**src/rtl/mult_pkg.sv**
```systemverilog
// Purpose : shared state encoding for the sequential shift-add multiplier.
// Latency : n/a (types only).
// Backpressure: n/a (types only).
//
// Contents:
//   t_mult_estado  2-bit controller state {IDLE, CALC, DONE}
//   cont_width()   width of the iteration counter for a given operand width
package mult_pkg;

  // Explicit 2-bit encoding so the state register width is fixed regardless
  // of how the enum is later extended or inspected in a waveform.
  typedef enum logic [1:0] {
    IDLE = 2'b00,
    CALC = 2'b01,
    DONE = 2'b10
  } t_mult_estado;

  // Iteration counter width: enough to hold 0..w-1. The multiplier requires
  // w >= 2, so $clog2 never returns 0 here; the guard keeps the function
  // safe if it is reused elsewhere.
  function automatic int cont_width(input int w);
    return (w > 1) ? $clog2(w) : 1;
  endfunction

endpackage

```
**src/rtl/adder_n.sv**
```systemverilog
// Purpose : N-bit unsigned adder with carry out, the single adder of the multiplier datapath.
// Latency : combinational, zero cycles.
// Backpressure: none; purely combinational.
//
// Ports:
//   OperandoA  in  [N-1:0]  first addend
//   OperandoB  in  [N-1:0]  second addend
//   Soma       out [N:0]    sum, Soma[N] is the carry out
module adder_n #(
  parameter int N = 16
) (
  input  logic [N-1:0] OperandoA,
  input  logic [N-1:0] OperandoB,
  output logic [N:0]   Soma
);

  // Zero-extend both addends so the carry lands in Soma[N].
  assign Soma = {1'b0, OperandoA} + {1'b0, OperandoB};

endmodule

```
**src/rtl/multiplicador_seq.sv**
```systemverilog
// Purpose : sequential shift-add unsigned multiplier, one partial product per clock.
// Latency : Pronto rises WIDTH edges after the accepting edge (fewer with MULT_EARLY_EXIT_EN).
// Backpressure: none; Inicio is only sampled in IDLE, requests while busy are dropped.
//
// Optional feature macro: MULT_EARLY_EXIT_EN
//   defined   -> the run also ends once no set multiplier bits remain
//   undefined -> fixed WIDTH iterations for every operand pair
//
// Ports:
//   Clk        in   1          rising-edge clock
//   Reset_n    in   1          asynchronous active-low reset
//   Inicio     in   1          start request, sampled only in IDLE
//   OperandoA  in   WIDTH      multiplicand, captured on an accepted Inicio
//   OperandoB  in   WIDTH      multiplier, captured on an accepted Inicio
//   Ocupado    out  1          high while the controller is not IDLE
//   Pronto     out  1          one-cycle pulse, Produto is valid and final
//   Produto    out  2*WIDTH    result, held until the next completion
module multiplicador_seq
  import mult_pkg::*;
#(
  parameter int WIDTH = 8
) (
  input  logic               Clk,
  input  logic               Reset_n,
  input  logic               Inicio,
  input  logic [WIDTH-1:0]   OperandoA,
  input  logic [WIDTH-1:0]   OperandoB,
  output logic               Ocupado,
  output logic               Pronto,
  output logic [2*WIDTH-1:0] Produto
);

  localparam int PW = 2 * WIDTH;
  localparam int CW = cont_width(WIDTH);
  localparam logic [CW-1:0] CONT_LAST = CW'(WIDTH - 1);

  t_mult_estado   estado;
  t_mult_estado   estado_next;

  // Datapath registers. The multiplicand lives in a double-width register so
  // that shifting it left each iteration lines it up with the next partial
  // product without a separate barrel shifter.
  logic [PW-1:0]    acc;
  logic [PW-1:0]    mcand;
  logic [WIDTH-1:0] mplier;
  logic [CW-1:0]    cont;

  logic [PW-1:0]    parcela;
  logic [PW:0]      soma;
  logic [PW-1:0]    acc_next;
  logic             carry_unused;
  logic             ultima;

  // Partial product for this iteration: the shifted multiplicand when the
  // current multiplier LSB is set, otherwise nothing.
  assign parcela = mplier[0] ? mcand : '0;

  adder_n #(
    .N(PW)
  ) u_adder (
    .OperandoA (acc),
    .OperandoB (parcela),
    .Soma      (soma)
  );

  // The product of two WIDTH-bit values always fits in 2*WIDTH bits, so the
  // carry out of the accumulator adder can never be set.
  assign acc_next     = soma[PW-1:0];
  assign carry_unused = soma[PW];

  // Last-iteration detect. In the early-exit build the run also stops when
  // the bits still to be consumed (everything above the current LSB) are
  // all zero: no further partial product can change the accumulator.
  always_comb begin
    ultima = 1'b0;
`ifdef MULT_EARLY_EXIT_EN
    ultima = (cont == CONT_LAST) || (mplier[WIDTH-1:1] == '0);
`else
    ultima = (cont == CONT_LAST);
`endif
  end

  // Controller next state.
  always_comb begin
    estado_next = estado;
    case (estado)
      IDLE:    if (Inicio) estado_next = CALC;
      CALC:    if (ultima) estado_next = DONE;
      DONE:    estado_next = IDLE;
      default: estado_next = IDLE;
    endcase
  end

  // State, datapath and registered outputs in one block so that Ocupado,
  // Pronto and Produto all change on the same edge as the state they
  // describe.
  always_ff @(posedge Clk or negedge Reset_n) begin
    if (!Reset_n) begin
      estado  <= IDLE;
      acc     <= '0;
      mcand   <= '0;
      mplier  <= '0;
      cont    <= '0;
      Ocupado <= 1'b0;
      Pronto  <= 1'b0;
      Produto <= '0;
    end else begin
      estado  <= estado_next;
      // Ocupado mirrors the state being entered, so it is high exactly while
      // the registered state is CALC or DONE.
      Ocupado <= (estado_next != IDLE);
      Pronto  <= 1'b0;

      case (estado)
        IDLE: begin
          if (Inicio) begin
            acc    <= '0;
            mcand  <= {{WIDTH{1'b0}}, OperandoA};
            mplier <= OperandoB;
            cont   <= '0;
          end
        end

        CALC: begin
          acc    <= acc_next;
          mcand  <= mcand << 1;
          mplier <= mplier >> 1;
          // Hold the counter on the final iteration so it never wraps, even
          // when WIDTH is a power of two and CONT_LAST is all ones.
          if (!ultima) begin
            cont <= cont + CW'(1);
          end
          if (ultima) begin
            // Publish the accumulator including this iteration's partial
            // product, not the stale registered value.
            Produto <= acc_next;
            Pronto  <= 1'b1;
          end
        end

        default: begin
          // DONE: outputs already published, nothing to update.
        end
      endcase
    end
  end

endmodule
```
**config.mk**
```make
export PLATFORM = sky130hd
export DESIGN_NAME = multiplicador_seq
export DESIGN_NICKNAME = d
export VERILOG_FILES = /design/src/rtl/mult_pkg.sv /design/src/rtl/adder_n.sv /design/src/rtl/multiplicador_seq.sv
export SDC_FILE = /design/constraint.sdc
export NUM_CORES = 1
export LEC_CHECK = 0
export ABC_AREA = 1
export BUFFER_PORTS_ARGS = -buffer_cell sky130_fd_sc_hd__clkbuf_2
export CORE_UTILIZATION = 59
export DETAILED_ROUTE_END_ITERATION = 10
export GPL_TIMING_DRIVEN = 1
export HOLD_SLACK_MARGIN = 0.02
export PLACE_DENSITY = 0.77
export SLEW_MARGIN = 25
export SYNTH_ARGS = -nofsm -noshare
export SYNTH_HDL_FRONTEND = slang
export SYNTH_SLANG_ARGS = --single-unit
```
**constraint.sdc**
```tcl
create_clock -name Clk -period 2.2 [get_ports Clk]
set_input_delay 0.22 -clock Clk [delete_from_list [all_inputs] [get_ports Clk]]
set_output_delay 0.22 -clock Clk [all_outputs]
set_load 0.01 [all_outputs]
```
==> results.ini <==
[setup_path]
crit_fanout = 16
crit_arrival_ps = 2200
cp-end-kind = register
worst_setup_path_start_kind = register
required_ps = 2430
path_class = register to register

[placement]
dpl-instance-area_um2 = 3774
hpwl_um = 5272
gp_congestion = 0.9787
port_buffers = 36
preCtsSetupSlack_ps = 252.8

[synthesis]
synth_top_area_share_pct = 44.06
ys_warn_count = 0
ys_seq_area_share_pct = 44.06
synth.avg_cell_area_um2 = 7.679
synth_area_leaders = dfrtp_1 (44%), nand2_1 (16%), inv_1 (8.2%)
async_flop_share_pct = 100.0
synth_cell_type_count = 31
synth_area_um2 = 3578
synth-seq-cells = 63
synth_cells = 466
syn-num-nets = 503
synth_edf_count = 0
synth_top_cell_by_area = dfrtp_1
dominantRegCellSynth = dfrtp_1

[sta]
tns_ps = 0
max_slew.worst_pin.slew_ps = 767.7
max_slew_margin_pct = 48.82
fin_crit_ps = 1972
setup_viol = 0
fin_crit_sh_pct = 89.63
report.final.slew_viol_count = 0
rsz0062_at_grt = false
setup_ws_ps = 228.2
fmax_mhz = 507.1
skew_ps = 13.13
final_hold_viol_count = 0

[global_routing]
grt-ovfl-total = 0
grt_use_total_pct = 25.69
grt_pass1_vias = 2793
grt_pass1_wl_um = 12430
antenna_found_initial = 0
grt_max_degree = 64

[final_layout]
final_cell_mix = nand2_1 (151), inv_1 (78), dfrtp_1 (63)
final_common_cell = nand2_1
fin_nets = 540
stdcell_area_um2 = 3986
n_antenna_cell = 0
drive_gt1_share_pct = 13.78
area_delta_synth_final_pct = 11.40

[cts]
clkSinkCount = 63
clk_pin_slew_ps = 80
postCtsSetupRepairBufs = 0
cts_resized = 0
cts_tree = built
clock_latency_ps = 350
numCtsBuffers = 9
clockBufferDepth = 2
holdBufCountCts = 0
root_buffer = clkbuf_8
h-tree-depth = 3

[route]
viasPerCell = 5.154
wl_um = 7262
drt-initial-drc-count = 177
drcViolationCount = 0
vias = 3005
ant_nets = 0
routedWlPerCell_um = 12.46
firstDrtPassIters = 4

[min_path]
hp-class = input pin to asynchronous set/reset pin

[die]
die_y_um = 79.88
coreArea_um2 = 5886
dieArea_um2 = 6381
die_w_um = 79.88
row_count = 28
initial_utilization_pct = 60.80
io_pins = 37

[pwr]
power.density_nw_per_um2 = 1580
ir_drop_uv = 745.8
power_leakage_nw = 2.297

[job]
maxCapViolations = 0

[run_status]
status = finished clean

[worst max-delay path, cell delays in order (launching register included)]
cell,delay [ps]
dfrtp_1,380
buf_4,190
nand2_1,70
inv_1,60
ha_1,340
nand2_1,170
inv_1,60
nand2_1,60
nand2_1,40
a21oi_1,170
nand3_1,130
nand3_1,150
nand2_1,60
[cells by family after synthesis]
group                      synth area share, %
and+or+nand+nor                          25.49
buffers and inverters                    11.82
AOI/OAI and AO/OA                        10.91
DFF                                      44.06
adders and majority gates                6.503
xor gates and xnor gates                 1.224
[sequential cells by signal, summed over array words and instances, names as in the netlist]
| name | flops |
|---|---|
| Produto | 16 |
| acc | 16 |
| mcand | 16 |
| mplier | 8 |
| cont | 3 |
| estado | 2 |
| Ocupado | 1 |
| Pronto | 1 |
[routing by layer]
metal	part of all wire [%]	up-vias	routed length (µm)	GRT usage, %
li1	-	1537	-	-
met1	49	1372	3562	34.34
met2	44	85	3225	40.60
met3	4.5	11	328	4.114
met4	2.0	0	146	12.32
met5	0	-	0	0
[worst paths after layout]
kind | from | to | slack, ps | depth (start not counted)
max | mplier[0]$_DFFE_PN0P_ | Produto[13]$_DFFE_PN0P_ | 230 | 12
min | Reset_n | Produto[1]$_DFFE_PN0P_ | 20 | 2
max reg2reg | mplier[0]$_DFFE_PN0P_ | Produto[13]$_DFFE_PN0P_ | 230 | 12
min reg2reg | Produto[11]$_DFFE_PN0P_ | Produto[11]$_DFFE_PN0P_ | 480 | 2
max in group asynchronous | Reset_n | Produto[12]$_DFFE_PN0P_ | 1650 | 2
min in group Clk | OperandoB[7] | mplier[7]$_DFFE_PN0P_ | 90 | 3
[layout make-up]
class                   instances  area (µm²)
multi-input cells             307        1579
well taps                      75       93.84
fillers                       497        1899
clock buffers                  10       127.6
repair buffers                 41       217.7
flip-flops and latches         63        1577
clock inverters                 6       85.08
inverters                      81       306.5
[where the power goes]
group | internal (mW) | switching, mW | total [mW]
Combinational | 1.19 | 2.04 | 3.23
Sequential | 1.69 | 0.288 | 1.98
Clock | 0.634 | 0.455 | 1.09
[cells in the mapped netlist (2+ instances only)]
cell      count
a21oi_1      21
a22o_1        2
buf_2         6
buf_4         2
buf_6         6
dfrtp_1      63
ha_1         17
inv_1        78
inv_2         2
nand2_1     151
nand2_2       2
nand3_1      27
nand3b_1      4
nor2_1       14
nor2_4        2
nor3_1        4
o21ai_0      23
o21ai_1      12
o21ai_2       4
o22ai_1       8
or2_1         5
xor2_1        4
[per-stage QoR]
step,power (mW),util (%),hold slack (ps),instances
3_3_place_gp,5.097,64.12,428.9,567
4_1_cts,6.314,67.73,64.66,583
6_report,6.297,67.73,15.01,583
3_5_place_dp,5.201,64.12,437.8,567
5_1_grt,6.897,67.73,112.7,583
2_1_floorplan,4.494,-,-75.59,466
No activity file was read; power rests on OpenSTA's default activity.
